## src/rtl/wb_lsq_retire_pkg.sv

```systemverilog
// Shared RV32/RV64 load-path types: load funct3 encoding and retire-buffer entry.
package rv32imc_types;

  localparam int XLEN_MAX = 64;
  localparam int OFF_MAX  = 3;

  typedef enum logic [2:0] {
    F3_LB  = 3'd0,
    F3_LH  = 3'd1,
    F3_LW  = 3'd2,
    F3_LD  = 3'd3,
    F3_LBU = 3'd4,
    F3_LHU = 3'd5,
    F3_LWU = 3'd6
  } load_funct3_e;

  // Entry is sized for the widest datapath; narrower builds use the low bits.
  typedef struct packed {
    logic                is_load;
    load_funct3_e        funct3;
    logic [OFF_MAX-1:0]  off;
    logic [4:0]          rd;
    logic                done;
    logic [XLEN_MAX-1:0] data;
  } wb_lsq_entry_t;

endpackage

```

## src/rtl/wb_lsq_retire_align.sv

```systemverilog
// Load data alignment: selects byte/half/word at the access offset and extends to XLEN.
module wb_load_align
  import rv32imc_types::*;
#(
  parameter  int XLEN = 32,
  localparam int OFFW = $clog2(XLEN/8)
) (
  input  logic [XLEN-1:0] data,
  input  load_funct3_e    funct3,
  input  logic [OFFW-1:0] off,
  output logic [XLEN-1:0] result
);

  logic [7:0]  b;
  logic [15:0] h;
  logic [31:0] w;

  // Halfword ignores off[0]; word on RV64 is picked by off[2], RV32 word is the whole bus.
  assign b = 8'(data >> {off, 3'b000});
  assign h = 16'(data >> {off[OFFW-1:1], 4'b0000});
  assign w = (XLEN == 32) ? data[31:0] : 32'(data >> {off[OFFW-1], 5'b00000});

  // Extension per load type; encodings illegal for this XLEN give zero.
  always_comb begin
    result = '0;
    case (funct3)
      F3_LB:   result = XLEN'($signed(b));
      F3_LBU:  result = XLEN'(b);
      F3_LH:   result = XLEN'($signed(h));
      F3_LHU:  result = XLEN'(h);
      F3_LW:   result = XLEN'($signed(w));
      F3_LWU:  result = (XLEN == 64) ? XLEN'(w) : '0;
      F3_LD:   result = (XLEN == 64) ? data : '0;
      default: result = '0;
    endcase
  end

endmodule

```

## src/rtl/wb_lsq_retire.sv

```systemverilog
// In-order retire buffer between memory stage and writeback; captures responses during stalls.
module wb_lsq_retire
  import rv32imc_types::*;
#(
  parameter  int XLEN  = 32,
  parameter  int DEPTH = 4,
  localparam int OFFW  = $clog2(XLEN/8),
  localparam int PW    = $clog2(DEPTH),
  localparam int CW    = $clog2(DEPTH+1)
) (
  input  logic            clk,
  input  logic            rst,
  input  logic            issue_valid,
  input  logic            issue_is_load,
  input  logic [2:0]      issue_funct3,
  input  logic [OFFW-1:0] issue_off,
  input  logic [4:0]      issue_rd,
  output logic            issue_ready,
  input  logic            dmem_resp,
  input  logic [XLEN-1:0] dmem_rdata,
  input  logic            wb_advance,
  output logic            head_valid,
  output logic            head_done,
  output logic            o_regf_we,
  output logic [4:0]      o_rd_addr,
  output logic [XLEN-1:0] o_write_data,
  output logic [CW-1:0]   count,
  output logic            resp_err
);

  wb_lsq_entry_t   mem [DEPTH];
  logic [DEPTH-1:0] vld;
  logic [PW-1:0]   head, tail, rptr;
  logic [CW-1:0]   cnt;

  wb_lsq_entry_t   hd, rq;
  logic            resp_hit, bypass, retire, push;
  logic [XLEN-1:0] src, aligned;
  logic            unused_ok;

  assign hd = mem[head];
  assign rq = mem[rptr];

  // rptr always sits on the oldest not-done entry, or on a slot that is empty/done.
  assign resp_hit    = dmem_resp & vld[rptr] & ~rq.done;
  assign bypass      = resp_hit & (rptr == head);
  assign head_valid  = vld[head];
  assign head_done   = head_valid & (hd.done | bypass);
  assign retire      = wb_advance & head_done;
  assign issue_ready = (cnt < CW'(DEPTH)) | retire;
  assign push        = issue_valid & issue_ready;
  assign count       = cnt;

  assign src = bypass ? dmem_rdata : hd.data[XLEN-1:0];

  wb_load_align #(.XLEN(XLEN)) u_align (
    .data   (src),
    .funct3 (hd.funct3),
    .off    (hd.off[OFFW-1:0]),
    .result (aligned)
  );

  assign o_regf_we    = head_done & hd.is_load & (hd.rd != 5'd0);
  assign o_rd_addr    = head_valid ? hd.rd : 5'd0;
  assign o_write_data = (head_done & hd.is_load) ? aligned : '0;

  // Entry fields wider than this XLEN, and the rptr entry payload, are not consumed.
  assign unused_ok = ^{hd.data, hd.off, rq};

  // Buffer state: response capture, then retire, then push so a reused slot ends up fresh.
  always_ff @(posedge clk) begin
    if (rst) begin
      head     <= '0;
      tail     <= '0;
      rptr     <= '0;
      cnt      <= '0;
      vld      <= '0;
      resp_err <= 1'b0;
      for (int i = 0; i < DEPTH; i++) mem[i].done <= 1'b0;
    end else begin
      resp_err <= resp_err | (dmem_resp & ~resp_hit);
      cnt      <= cnt + CW'(push) - CW'(retire);
      if (resp_hit) begin
        mem[rptr].done <= 1'b1;
        mem[rptr].data <= XLEN_MAX'(dmem_rdata);
        rptr           <= rptr + PW'(1);
      end
      if (retire) begin
        vld[head] <= 1'b0;
        head      <= head + PW'(1);
      end
      if (push) begin
        mem[tail] <= '{is_load: issue_is_load,
                       funct3:  load_funct3_e'(issue_funct3),
                       off:     OFF_MAX'(issue_off),
                       rd:      issue_rd,
                       done:    1'b0,
                       data:    '0};
        vld[tail] <= 1'b1;
        tail      <= tail + PW'(1);
      end
    end
  end

endmodule

```

## config.mk

```make
export PLATFORM = sky130hd
export DESIGN_NAME = wb_lsq_retire
export DESIGN_NICKNAME = d
export VERILOG_FILES = /design/src/rtl/wb_lsq_retire_pkg.sv /design/src/rtl/wb_lsq_retire_align.sv /design/src/rtl/wb_lsq_retire.sv
export SDC_FILE = /design/constraint.sdc
export NUM_CORES = 1
export LEC_CHECK = 0
export BUFFER_PORTS_ARGS = -buffer_cell sky130_fd_sc_hd__clkbuf_2
export CAP_MARGIN = 15
export CORE_ASPECT_RATIO = 0.8
export CORE_MARGIN = 5
export CORE_UTILIZATION = 50
export DETAILED_ROUTE_END_ITERATION = 7
export GPL_TIMING_DRIVEN = 0
export PLACE_DENSITY_LB_ADDON = 0.08
export SLEW_MARGIN = 5
export SYNTH_ARGS = -nofsm -noshare
export SYNTH_HDL_FRONTEND = slang
export SYNTH_SLANG_ARGS = --single-unit
```

## constraint.sdc

```tcl
create_clock -name clk -period 4 [get_ports clk]
set_clock_uncertainty 0.2 [all_clocks]
set_input_delay 0.6 -clock clk [delete_from_list [all_inputs] [get_ports clk]]
set_output_delay 0.6 -clock clk [all_outputs]
set_load 0.01 [all_outputs]
```

### After elaboration in Yosys (flattened, before gate mapping)

Memory sizes are Yosys's and may differ from the RTL's. A register that Yosys moved wholly into a read port is not among the register bits.
Cells that the tools add are included.

* bits of input ports: 48
* logic and storage cells: 81
* bits in registers: 14
* memories kept: 1
* RAM bits: 176
* output and inout bits: 45

Memory list
* mem: words 4, width 44, read ports 2, clocked after Yosys merged registers in 2, write ports 4, RTL line wb_lsq_retire.sv:31 `wb_lsq_entry_t mem [DEPTH];`

* bitwise operators: 17
* equal/unequal tests: 5
* shift-type cells: 2
* muxes and demuxes: 33
* reductions and logical operators: 6
* add/sub/neg operators: 5
* order comparisons: 6

Operators with widths (number)
* $pmux W32 S5: 1
* $mux W44: 2
* $reduce_or A44 Y1: 2
* $mux W32: 2
* $shr A32 B5 Y16: 1
* $shr A32 B5 Y8: 1
* $mux W2: 7
* $mux W1: 12
* $mux W4: 3
* $and A1 B1 Y1: 9
* $lt A2 B3 Y1 const B: 3
* $add A2 B1 Y2 const B: 3
* $eq A3 B3 Y1 const B: 2
* $mux W5: 1
* $reduce_bool A5 Y1: 1
* $and A4 B4 Y4: 1
* $bmux W1 S2: 2
* $demux W1 S2: 2
* $ge A2 B1 Y1 const B: 2
* $not A4 Y4: 1
* $or A4 B4 Y4: 1
* $add A3 B1 Y3: 1
* $eq A3 B1 Y1 const B: 1
* $eq A3 B2 Y1 const B: 1
* 8 further kinds: 12

### Logic depth before layout (Yosys ltp)

Gate-level depths: netlist (run 1).

* depth after elaboration: 15
* gate-level depth with buffers: 15
* mapped depth without buffers: 14

### Modules after synthesis

Synthesis (run 1) repeated with hierarchy kept, for this count alone.

* cell total of the unflattened synthesis: 835
* area total of the unflattened synthesis: 9659.3 um^2

By module, submodules not included
* wb_lsq_retire: cells each 724, area an instance 8837.2 um^2, times used 1, sequential area each 4324.1 um^2
* wb_load_align: cells each 111, area an instance 822.0 um^2, times used 1, sequential area each 0.0 um^2

### Worst setup path after synthesis (run 1)

Ideal clock, no wire load.

* path kind: reg-to-reg
* start point: register (tool-made name)
* end point: register cnt[2] (netlist: count[2])
* path slack: 0.833 ns
* library setup time: 0.128 ns
* clock period less this slack: 3.167 ns
* path buffers: 0
* cell stages (with the launch flop): 15
* arrival time: 2.839 ns
* data required time: 3.672 ns
* cell sequence: dfxtp_1 -> mux2_2 -> o22a_1 -> o31ai_1 -> a31oi_2 -> inv_2 -> nand2_1 -> ha_1 -> inv_1 -> ha_1 -> inv_1 -> fa_1 -> xnor2_1 -> xnor2_1 -> nor2_1

RTL lines
* to (signal assigned): RTL line wb_lsq_retire.sv:82 `cnt <= cnt + CW'(push) - CW'(retire);`
* to (decl): RTL line wb_lsq_retire.sv:34 `logic [CW-1:0] cnt;`

==> flow_summary.ini, run 1 <==
[sta]
final-max-slew-violation-count = 0
final-hold-violation-count = 0
timing.slew.headroom_pct = 23.7
final.min_clock_period_ns = 3.96
grt_setup_unrepaired = no
period_share_pct = 98.9
whs_ns = 0.227
finalSetupViolCount = 0
least_setup_slack_across_all_paths_after_layout_ns = 0.0424
tightest_slew_ns = 1.13
clock.fmax_mhz = 253

[worst_setup_path]
worst_ep_required_time_ns = 3.20
critPathSlowestCell = sky130_fd_sc_hd__or3_1
crit_fanout = 10
slowest_delay_ns = 0.40
arrival_ns = 3.16
setup.worst_path.class = register to primary output
path_cells = mux2_2 > o22a_2 > or3_1 > buf_6 > clkbuf_4 > mux2i_2 > o22a_1 > a21oi_1 > clkbuf_2
critPathLaunchType = register
worst_setup_path_end_kind = primary output

[cts]
cts_buffers = 17
cts.path.max_buffers = 2
clock_insertion_delay_worst_skew_ns = 0.45
cts_tree = done
root_buffer = sky130_fd_sc_hd__clkbuf_16
cts_max_level = 4
clk_transition_reported_paths_ns = 0.08
clock-sinks = 194

[grt]
antenna_violations_before_repair = 1
maximum_number_of_pins_on_one_net_before_global_route_repair = 21
grt_pass1_vias = 7129
global_route_wire_length_before_repair_microns = 42500
globalRouteTotalUtil_pct = 25.7
grt_overflow = 0

[die]
io_pins = 93
starting_density_of_the_core_pct = 51.4
placeableCoreArea_sq_mm = 0.0183
die_outline_area_sq_mm = 0.0217
placement_rows = 44
fp.dieW_microns = 163
chipHeight_microns = 133

[power]
power.switching_fraction_pct = 32.0
cellLeakagePower_nw = 4.07
netSwitchingPower_mw = 1.81
comb_power_share_pct = 27.1
share_clk_of_total_power_pct = 30.0
maximum_vdd_drop_v = 0.000259
pwr_density_cell_mw_per_mm2 = 522
post-layout-total-power_mw = 5.67
p_int_mw = 3.86
sequential_power_share_pct = 42.9

[logic_synthesis]
synth_area_per_cell_sq_um = 9.57
synth_top_cells_by_area = sky130_fd_sc_hd__dfxtp_1, sky130_fd_sc_hd__edfxtp_1, sky130_fd_sc_hd__nand2_1, sky130_fd_sc_hd__mux4_2, sky130_fd_sc_hd__a21oi_1
yosys.cell_types.count = 53
flop_and_latch_count_out_of_synthesis = 194
async_reset_ff_share_pct = 0
yosysWarningCount = 0
synthDominantCellAreaShare_pct = 31.9
synth_sequential_area_ratio_pct = 45.9
synthDominantAreaCellType = sky130_fd_sc_hd__dfxtp_1
synth_edf_count = 44
syn-instance-count = 984
synth.net_count = 1043
postSynth.topFlopCell = sky130_fd_sc_hd__dfxtp_1
syn_area_sq_mm = 0.00942

[finish]
final_nets = 1154
layout-area-overhead-vs-synth_pct = 15.3
layout_commonest_cell = sky130_fd_sc_hd__nand2_1
layout-drive-gt1-share_pct = 22.7
postLayoutCellArea_sq_mm = 0.0109
finalCoreUtilization_pct = 59.3
layout_common_cells = sky130_fd_sc_hd__nand2_1, sky130_fd_sc_hd__a21oi_1, sky130_fd_sc_hd__dfxtp_1

[route]
detail-route-antenna-nets = 0
drt-total-wl_microns = 27800
route.detailed.vias_per_inst = 5.77
drt-wirelength-per-cell_microns = 20.4
first_pass_iters = 7
drc_marker_count_from_the_first_detailed_route_iteration = 803
vias = 7859
drcViolationCount = 0

[place]
port-buffer-count = 91
post_dp_cell_area_sq_mm = 0.0102
dp_hpwl_microns = 19500
gp_congestion = 0.949
detailedPlace.worstSlack_ns = 0.0995

[flow_run]
maxCapViolations = 0

[outcome]
status = complete, no violations

[worst_hold_path]
worstHoldPathType = primary input to register
## flip-flops by register name, summed over array words and instances (netlist names), named ones only
signal	flops
rptr	2
head	2
tail	2
resp_err	1
mem	176
count	3
vld	4
## power by group through the flow
stage | combinational, mW | sequential [mW] | clock, mW
floorplan | 1.07 | 2.43 | 0
global placement | 1.46 | 2.46 | 0
detailed placement | 1.48 | 2.47 | 0
CTS | 1.50 | 2.43 | 1.72
global route | 1.66 | 2.46 | 1.81
finish | 1.54 | 2.43 | 1.70
## through the flow
stage,TNS (ns),std cells
5_1_grt,0,1362
6_report,0,1362
3_5_place_dp,0,1328
3_3_place_gp,0,1328
2_1_floorplan,0,984
4_1_cts,-0.0257,1360
## routing by layer
| metal | global-route usage (%) | up-vias | share of wire [%] |
|---|---|---|---|
| met5 | 0 | - | 0 |
| met4 | 5.87 | 0 | 1.7 |
| met3 | 5.78 | 48 | 9.1 |
| met2 | 38.4 | 341 | 44 |
| met1 | 38.1 | 3801 | 45 |
| li1 | - | 3669 | - |
## final cells by class
cell class | instances | area, sq um
well taps | 253 | 317
inverters | 13 | 48.8
clock buffers | 17 | 425
flip-flops and latches | 194 | 4320
repair buffers | 92 | 463
clock inverters | 15 | 151
plain buffers | 72 | 379
fillers | 1631 | 7470
diodes | 1 | 2.50
multi-input cells | 705 | 4750
## cell families (layout without fill, tap and decap cells)
logic type	after synthesis	count (layout)	synth area share, %
simple gates	376	376	17.4
fa+ha+maj	11	11	1.54
other cells	0	1	0
flops	194	194	45.9
xor+xnor	7	7	0.651
mux	91	91	16.8
buf+inv	85	209	4.29
compound gates	220	220	13.5
## critical path, delay by kind of cell, from the launching register on
family,cells,cell delay [ns]
compound gates,3,0.72
buf+inv,3,0.64
mux,2,0.60
simple gates,1,0.40
flops,1,0.34
## what timing repair did
action / in CTS / in global routing
pin swaps: 0 / 0
hold buffers: 0 / 0
setup endpoints to repair: 32 / 32
resized for setup: 10 / 13
setup buffers: 0 / 1
## path summary, 6_finish.rpt
check	start	endpoint	slack [ns]	depth (start not counted)
worst max-delay path	register	o_write_data[1]	0.04	9
worst min-delay path	dmem_rdata[6]	mem[3][6]	0.23	3
worst max register to register	register	count[2]	0.61	14
worst min register to register	mem[3][14]	mem[3][14]	0.25	2
## synthesized netlist by cell type, types with 2 or more instances
cell type and instances:
sky130_fd_sc_hd__mux2_1 3, sky130_fd_sc_hd__o21ai_0 3, sky130_fd_sc_hd__nand3_1 5, sky130_fd_sc_hd__nor2_1 16, sky130_fd_sc_hd__and3_1 6, sky130_fd_sc_hd__buf_4 4, sky130_fd_sc_hd__xor2_1 2, sky130_fd_sc_hd__buf_2 26
sky130_fd_sc_hd__nor3_2 2, sky130_fd_sc_hd__nand2b_1 2, sky130_fd_sc_hd__edfxtp_1 44, sky130_fd_sc_hd__dfxtp_1 150, sky130_fd_sc_hd__a31o_2 4, sky130_fd_sc_hd__nand2_1 279, sky130_fd_sc_hd__o21ai_1 2, sky130_fd_sc_hd__or4_1 2
sky130_fd_sc_hd__buf_6 5, sky130_fd_sc_hd__a22oi_1 17, sky130_fd_sc_hd__a31oi_1 9, sky130_fd_sc_hd__nor4_1 2, sky130_fd_sc_hd__xnor2_1 5, sky130_fd_sc_hd__clkbuf_1 36, sky130_fd_sc_hd__mux2_4 14, sky130_fd_sc_hd__mux2i_4 2
sky130_fd_sc_hd__and3b_1 2, sky130_fd_sc_hd__a2bb2oi_1 7, sky130_fd_sc_hd__nand3b_1 2, sky130_fd_sc_hd__mux2i_1 22, sky130_fd_sc_hd__o22a_1 8, sky130_fd_sc_hd__nor3_1 2, sky130_fd_sc_hd__mux4_2 45, sky130_fd_sc_hd__a21oi_1 162
sky130_fd_sc_hd__ha_1 10, sky130_fd_sc_hd__mux2_2 5, sky130_fd_sc_hd__inv_1 12, sky130_fd_sc_hd__and2_1 50
Note: power is estimated with default switching activity, not from simulation.
==> run 2: changes to the inputs <==
Settings changed: CORE_MARGIN 5 to 3, SETUP_SLACK_MARGIN set to 0.2, SLEW_MARGIN 5 to 20.
==> run 2 against run 1 <==
  * Utilization up 2.0 points
  * Total power is 4.4% higher
  * Worst hold slack improved by 0.0094 ns
  * Critical path type unchanged
  * Largest power group unchanged
==> flow_summary.ini, run 2 (synthesized netlist as in run 1, its figures left out) <==
[die]
die_outline_area_sq_mm = 0.0205
fp.dieW_microns = 159
placeableCoreArea_sq_mm = 0.0183
placement_rows = 44
io_pins = 93
chipHeight_microns = 129
starting_density_of_the_core_pct = 51.4

[finish]
layout_commonest_cell = sky130_fd_sc_hd__nand2_1
most_flops_register = mem
layout-drive-gt1-share_pct = 26.0
layout_common_cells = sky130_fd_sc_hd__nand2_1, sky130_fd_sc_hd__a21oi_1, sky130_fd_sc_hd__dfxtp_1
final_nets = 1170
finalCoreUtilization_pct = 61.2
insertedDiodeCount = 0
layout-area-overhead-vs-synth_pct = 19.2
max_reg_flops = 176

[worst_setup_path]
worst_setup_path_end_kind = primary output
setup.worst_path.class = register to primary output
crit_fanout = 6
critPathLaunchType = register
arrival_ns = 3.04
reg2reg_depth = 17
worst_ep_required_time_ns = 3.20

[grt]
globalRouteTotalUtil_pct = 27.6
maximum_number_of_pins_on_one_net_before_global_route_repair = 21
antenna_violations_before_repair = 0
global_route_wire_length_before_repair_microns = 43200
grt_pass1_vias = 7207
grt_overflow = 0

[place]
port-buffer-count = 91
dp_hpwl_microns = 19600
gp_congestion = 0.950

[cts]
root_buffer = sky130_fd_sc_hd__clkbuf_16
cts_max_level = 4
clk_transition_reported_paths_ns = 0.07
cts.path.max_buffers = 2
clock_insertion_delay_worst_skew_ns = 0.44
cts_tree = done
cts_buffers = 17
clock-sinks = 194

[sta]
final.min_clock_period_ns = 3.84
grt_setup_unrepaired = yes
final-hold-violation-count = 0
finalSetupViolCount = 0
period_share_pct = 96.0
clock.fmax_mhz = 260
tightest_slew_ns = 0.746
timing.setup.tns_ns = 0
final-max-slew-violation-count = 0
timing.slew.headroom_pct = 50.3

[route]
drcViolationCount = 0
route.detailed.vias_per_inst = 5.72
drt-total-wl_microns = 28400
drt-wirelength-per-cell_microns = 20.6
vias = 7882
detail-route-antenna-nets = 0
drc_marker_count_from_the_first_detailed_route_iteration = 782
first_pass_iters = 5

[worst_hold_path]
worstHoldPathCells = 3
worstHoldPathType = primary input to register

[power]
pwr_density_cell_mw_per_mm2 = 527
cellLeakagePower_nw = 4.20
maximum_vdd_drop_v = 0.000270

[outcome]
status = complete, no violations

[flow_run]
maxCapViolations = 0
## run 2: cell count changes in the layout (fill, tap and decap cells not counted), sizes merged
cell,delta
bufinv,+1
clkinv,-5
clkinvlp,-2
clkbuf,-1
buf,+23
diode,-1
## run 2: critical path, cell delays in order, from the launching register on
cell and delay [ns]:
sky130_fd_sc_hd__dfxtp_2 0.33, sky130_fd_sc_hd__buf_6 0.13, sky130_fd_sc_hd__mux4_2 0.56, sky130_fd_sc_hd__buf_8 0.15, sky130_fd_sc_hd__mux2_4 0.32, sky130_fd_sc_hd__nor4_4 0.42
sky130_fd_sc_hd__a211oi_4 0.09, sky130_fd_sc_hd__a21oi_4 0.21, sky130_fd_sc_hd__buf_4 0.17, sky130_fd_sc_hd__a31oi_1 0.08, sky130_fd_sc_hd__clkbuf_2 0.14
## run 2: stage by stage
stage                     setup slack [ns]  power, mW  hold slack (ns)  area [sq um]  instances
after CTS                            0.201       5.78            0.229         10900       1362
after floorplan                      0.833       3.51            0.231          9420        984
after global placement              0.0911       3.93            0.238         10200       1328
final                                0.159       5.92            0.237         11200       1377
after global routing                 0.106       6.15            0.245         11200       1377
after detailed placement            0.0660       3.96            0.245         10200       1328
## run 2: what timing repair did
item	CTS	global route
cloned	0	1
setup endpoints to repair	34	32
endpoints found under the hold margin	0	0
gates resized for setup	29	46
pin swaps	3	6
buffers inserted	2	15
hold buffers	0	0
## run 2: area by class of cell
class / count / area [sq um]
timing repair buffer: 109 / 619
tap: 253 / 317
multi-input combinational: 705 / 4890
buffer: 71 / 422
fill: 1583 / 7110
sequential: 194 / 4330
inverter: 13 / 48.8
clock inverter: 9 / 120
clock buffer: 23 / 479
## run 2: worst paths after layout
check                      start               end  slack, ns
hold reg to reg        mem[1][5]         mem[1][5]       0.25
hold / removal    dmem_rdata[20]        mem[3][20]       0.24
setup reg to reg        register          count[2]       0.53
setup / recovery        register  o_write_data[28]       0.16
## run 2: where the power goes
part           switching, mW  leakage (nW)  internal, mW
Combinational          0.920          2.26         0.788
Sequential             0.143          1.64          2.29
Clock                  0.793         0.294         0.990
Total                   1.86          4.20          4.06
## run 2: metal layers
metal | share of wire [%] | vias to the layer above | track usage, %
met5 | 0 | - | 0
met4 | 1.4 | 0 | 7.98
met3 | 8.2 | 32 | 5.57
met2 | 45 | 305 | 41.6
met1 | 46 | 3853 | 40.4
li1 | - | 3692 | -
==> run 3: changes to the inputs <==
Settings changed: BUFFER_PORTS_ARGS -buffer_cell sky130_fd_sc_hd__clkbuf_2 to not set, DONT_BUFFER_PORTS set to 1, SYNTH_HIERARCHICAL set to 1.
==> run 3 against run 2 <==
  * First-iteration DRC count fell by 39%
  * Critical path depth did not move
  * Cell count is 16% lower
  * Sequential share of layout area down 0.21 points
  * Count of clock-buffer cells in the layout down 6
  * Total power increased by 8.5%
  * Largest power group unchanged
  * Register-to-register slack worse by 0.03 ns
  * Die area increased by 2.4%
  * Sequential power is 3% higher
==> flow_summary.ini, run 3 <==
[logic_synthesis]
largest_family_of_logic_cells_by_synthesized_area = multiplexers
yosys.cell_types.count = 63
synth_compound_gate_area_share_pct = 5.95
flop_and_latch_count_out_of_synthesis = 194
synth_top_cells_by_area = sky130_fd_sc_hd__dfxtp_1, sky130_fd_sc_hd__edfxtp_1, sky130_fd_sc_hd__mux2i_1, sky130_fd_sc_hd__mux4_2, sky130_fd_sc_hd__nor2_1
synthMostInstantiatedCell = sky130_fd_sc_hd__dfxtp_1
synth-adder-area-share_pct = 1.50
synth_edf_count = 44
postSynth.topFlopCell = sky130_fd_sc_hd__dfxtp_1
yosysWarningCount = 6
synth.area.mux_share_pct = 29.6
synth_area_per_cell_sq_um = 11.6
syn_area_sq_mm = 0.00966
synthDominantCellAreaShare_pct = 31.1
synth.net_count = 894
synth-simple-area-share_pct = 13.3
synthTopCellsByCount = sky130_fd_sc_hd__dfxtp_1, sky130_fd_sc_hd__mux2i_1, sky130_fd_sc_hd__nor2_1
async_reset_ff_share_pct = 0
syn-instance-count = 835
synthDominantAreaCellType = sky130_fd_sc_hd__dfxtp_1
yosys.area_share.xor_xnor_pct = 0.544
synth_sequential_area_ratio_pct = 44.8

[die]
starting_density_of_the_core_pct = 52.1
placeableCoreArea_sq_mm = 0.0186
chipHeight_microns = 130
fp.dieW_microns = 161
die_outline_area_sq_mm = 0.0210
io_pins = 93
placement_rows = 44

[power]
pwr_density_cell_mw_per_mm2 = 569
cellLeakagePower_nw = 4.70
maximum_vdd_drop_v = 0.000254

[sta]
whs_ns = 0.0435
finalSetupViolCount = 0
timing.slew.headroom_pct = 49.7
final-hold-violation-count = 0
final.min_clock_period_ns = 3.92
tightest_slew_ns = 0.755
timing.setup.tns_ns = 0
grt_setup_unrepaired = yes
clock.fmax_mhz = 255
final-max-slew-violation-count = 0
period_share_pct = 98.1

[route]
wl_met3_microns = 1980
drc_marker_count_from_the_first_detailed_route_iteration = 478
detail-route-antenna-nets = 0
highest_signal_layer = met4
drt-total-wl_microns = 26300
first_pass_iters = 5
drcViolationCount = 0
wl_met2_microns = 12100
wl_met1_microns = 11800
route.detailed.vias_per_inst = 5.96
drt-wirelength-per-cell_microns = 22.8
vias = 6856

[cts]
cts_tree = done
clk_transition_reported_paths_ns = 0.08
cts_buffers = 17
clock_insertion_delay_worst_skew_ns = 0.44
clock-sinks = 194
cts_max_level = 4
root_buffer = sky130_fd_sc_hd__clkbuf_16
cts.path.max_buffers = 2

[flow_run]
maxCapViolations = 0

[grt]
globalRouteTotalUtil_pct = 25.3
grt_pass1_vias = 6952
global_route_wire_length_before_repair_microns = 40000
grt_overflow = 0
maximum_number_of_pins_on_one_net_before_global_route_repair = 22
antenna_violations_before_repair = 0

[place]
port-buffer-count = 0
gp_congestion = 0.883
post_dp_cell_area_sq_mm = 0.00998
dp_hpwl_microns = 18200
post-place-cells = 1088

[finish]
final_nets = 944
insertedDiodeCount = 0
layout_commonest_cell = sky130_fd_sc_hd__dfxtp_1
filler_cell_count = 1527
max_reg_flops = 176
postLayoutCellArea_sq_mm = 0.0113
layout-area-overhead-vs-synth_pct = 16.9
layout-drive-gt1-share_pct = 32.5
count_of_non_filler_cells_in_the_finished_layout = 1151
most_flops_register = mem
layout_common_cells = sky130_fd_sc_hd__dfxtp_1, sky130_fd_sc_hd__mux2i_1, sky130_fd_sc_hd__nor2_1

[worst_setup_path]
worst_path_most_repeated_cell = sky130_fd_sc_hd__buf_6
critPathSlowestCell = sky130_fd_sc_hd__mux4_2
worst_setup_path_end_kind = primary output
slowest_delay_ns = 0.54
setup.worst_path.class = register to primary output
path_cells = buf_6 > mux4_2 > nand3_4 > clkbuf_16 > mux2_4 > mux2_2 > a22oi_4 > buf_6 > o211ai_1 > and2_1
crit_fanout = 5
arrival_ns = 3.12
critPathLaunchType = register
worst_ep_required_time_ns = 3.20

[worst_hold_path]
worstHoldPathType = primary input to register

[outcome]
status = complete, no violations
run 3: changes by cell type after synthesis, sizes merged, moves of 18 or more:
cell / previous run / this run
a21oi: 163 / 8
mux2: 22 / 40
mux2i: 24 / 132
nand2: 280 / 20
nand3: 5 / 28
nor2: 16 / 144
run 3: report_power, final:
group / switching, mW / internal [mW]
clock: 0.858 / 0.844
combinational: 1.10 / 1.12
sequential: 0.167 / 2.33
total: 2.13 / 4.29
run 3: what timing repair did:
item,4_1_cts,5_1_grt
gates cloned,1,0
pin swaps,4,4
gates resized for setup,89,61
hold buffers,0,0
buffers inserted,20,10
setup endpoints to repair,33,34
run 3: path summary, 6_finish.rpt:
check,end,depth (start not counted),slack [ns],startpoint
max,o_write_data[26],10,0.08,rptr[0]
min,mem[2][37],0,0.04,issue_rd[4]
max reg2reg,count[2],13,0.50,head[0]
min reg2reg,mem[0][17],2,0.30,mem[0][17]
run 3: stage by stage:
stage / util (%) / worst slack [ns] / total power [mW]
2_1_floorplan: - / 0.324 / 3.82
3_3_place_gp: 53.8 / -0.503 / 4.23
3_5_place_dp: 53.8 / -0.526 / 4.29
4_1_cts: 59.5 / 0.0860 / 6.26
5_1_grt: 60.9 / -0.0147 / 6.72
6_report: 60.9 / 0.0766 / 6.42
run 3: kinds of logic (layout without fill, tap and decap cells):
logic type,count (synthesis),in the layout
adder cells (fa/ha/maj),11,11
AND/OR/NAND/NOR,262,262
buffers and inverters,74,137
multiplexers,220,220
flip-flops,194,194
AO/OA/AOI/OAI,68,68
XOR/XNOR,6,6
run 3: critical path: cells and delay by family, from the launching register on:
kind / cells / cell delay [ns]
flops: 1 / 0.33
compound gates: 2 / 0.32
mux: 3 / 1.19
simple gates: 2 / 0.38
buf+inv: 3 / 0.44
run 3: metal layers:
metal  up-vias  track usage (%)
met2       218             40.0
li1       3128                -
met1      3475             34.6
met3        35             7.11
met4         0             6.83
met5         -                0
run 3: area by class of cell:
cell class                 instances  area (sq um)  area share [%]
sequential                       194          4330            38.3
clock buffer                      17           425            3.77
tap                              253           317            2.80
timing repair buffer              31           273            2.42
buffer                            64           520            4.61
clock inverter                    15           166            1.47
multi-input combinational        567          5220            46.3
inverter                          10          37.5           0.332
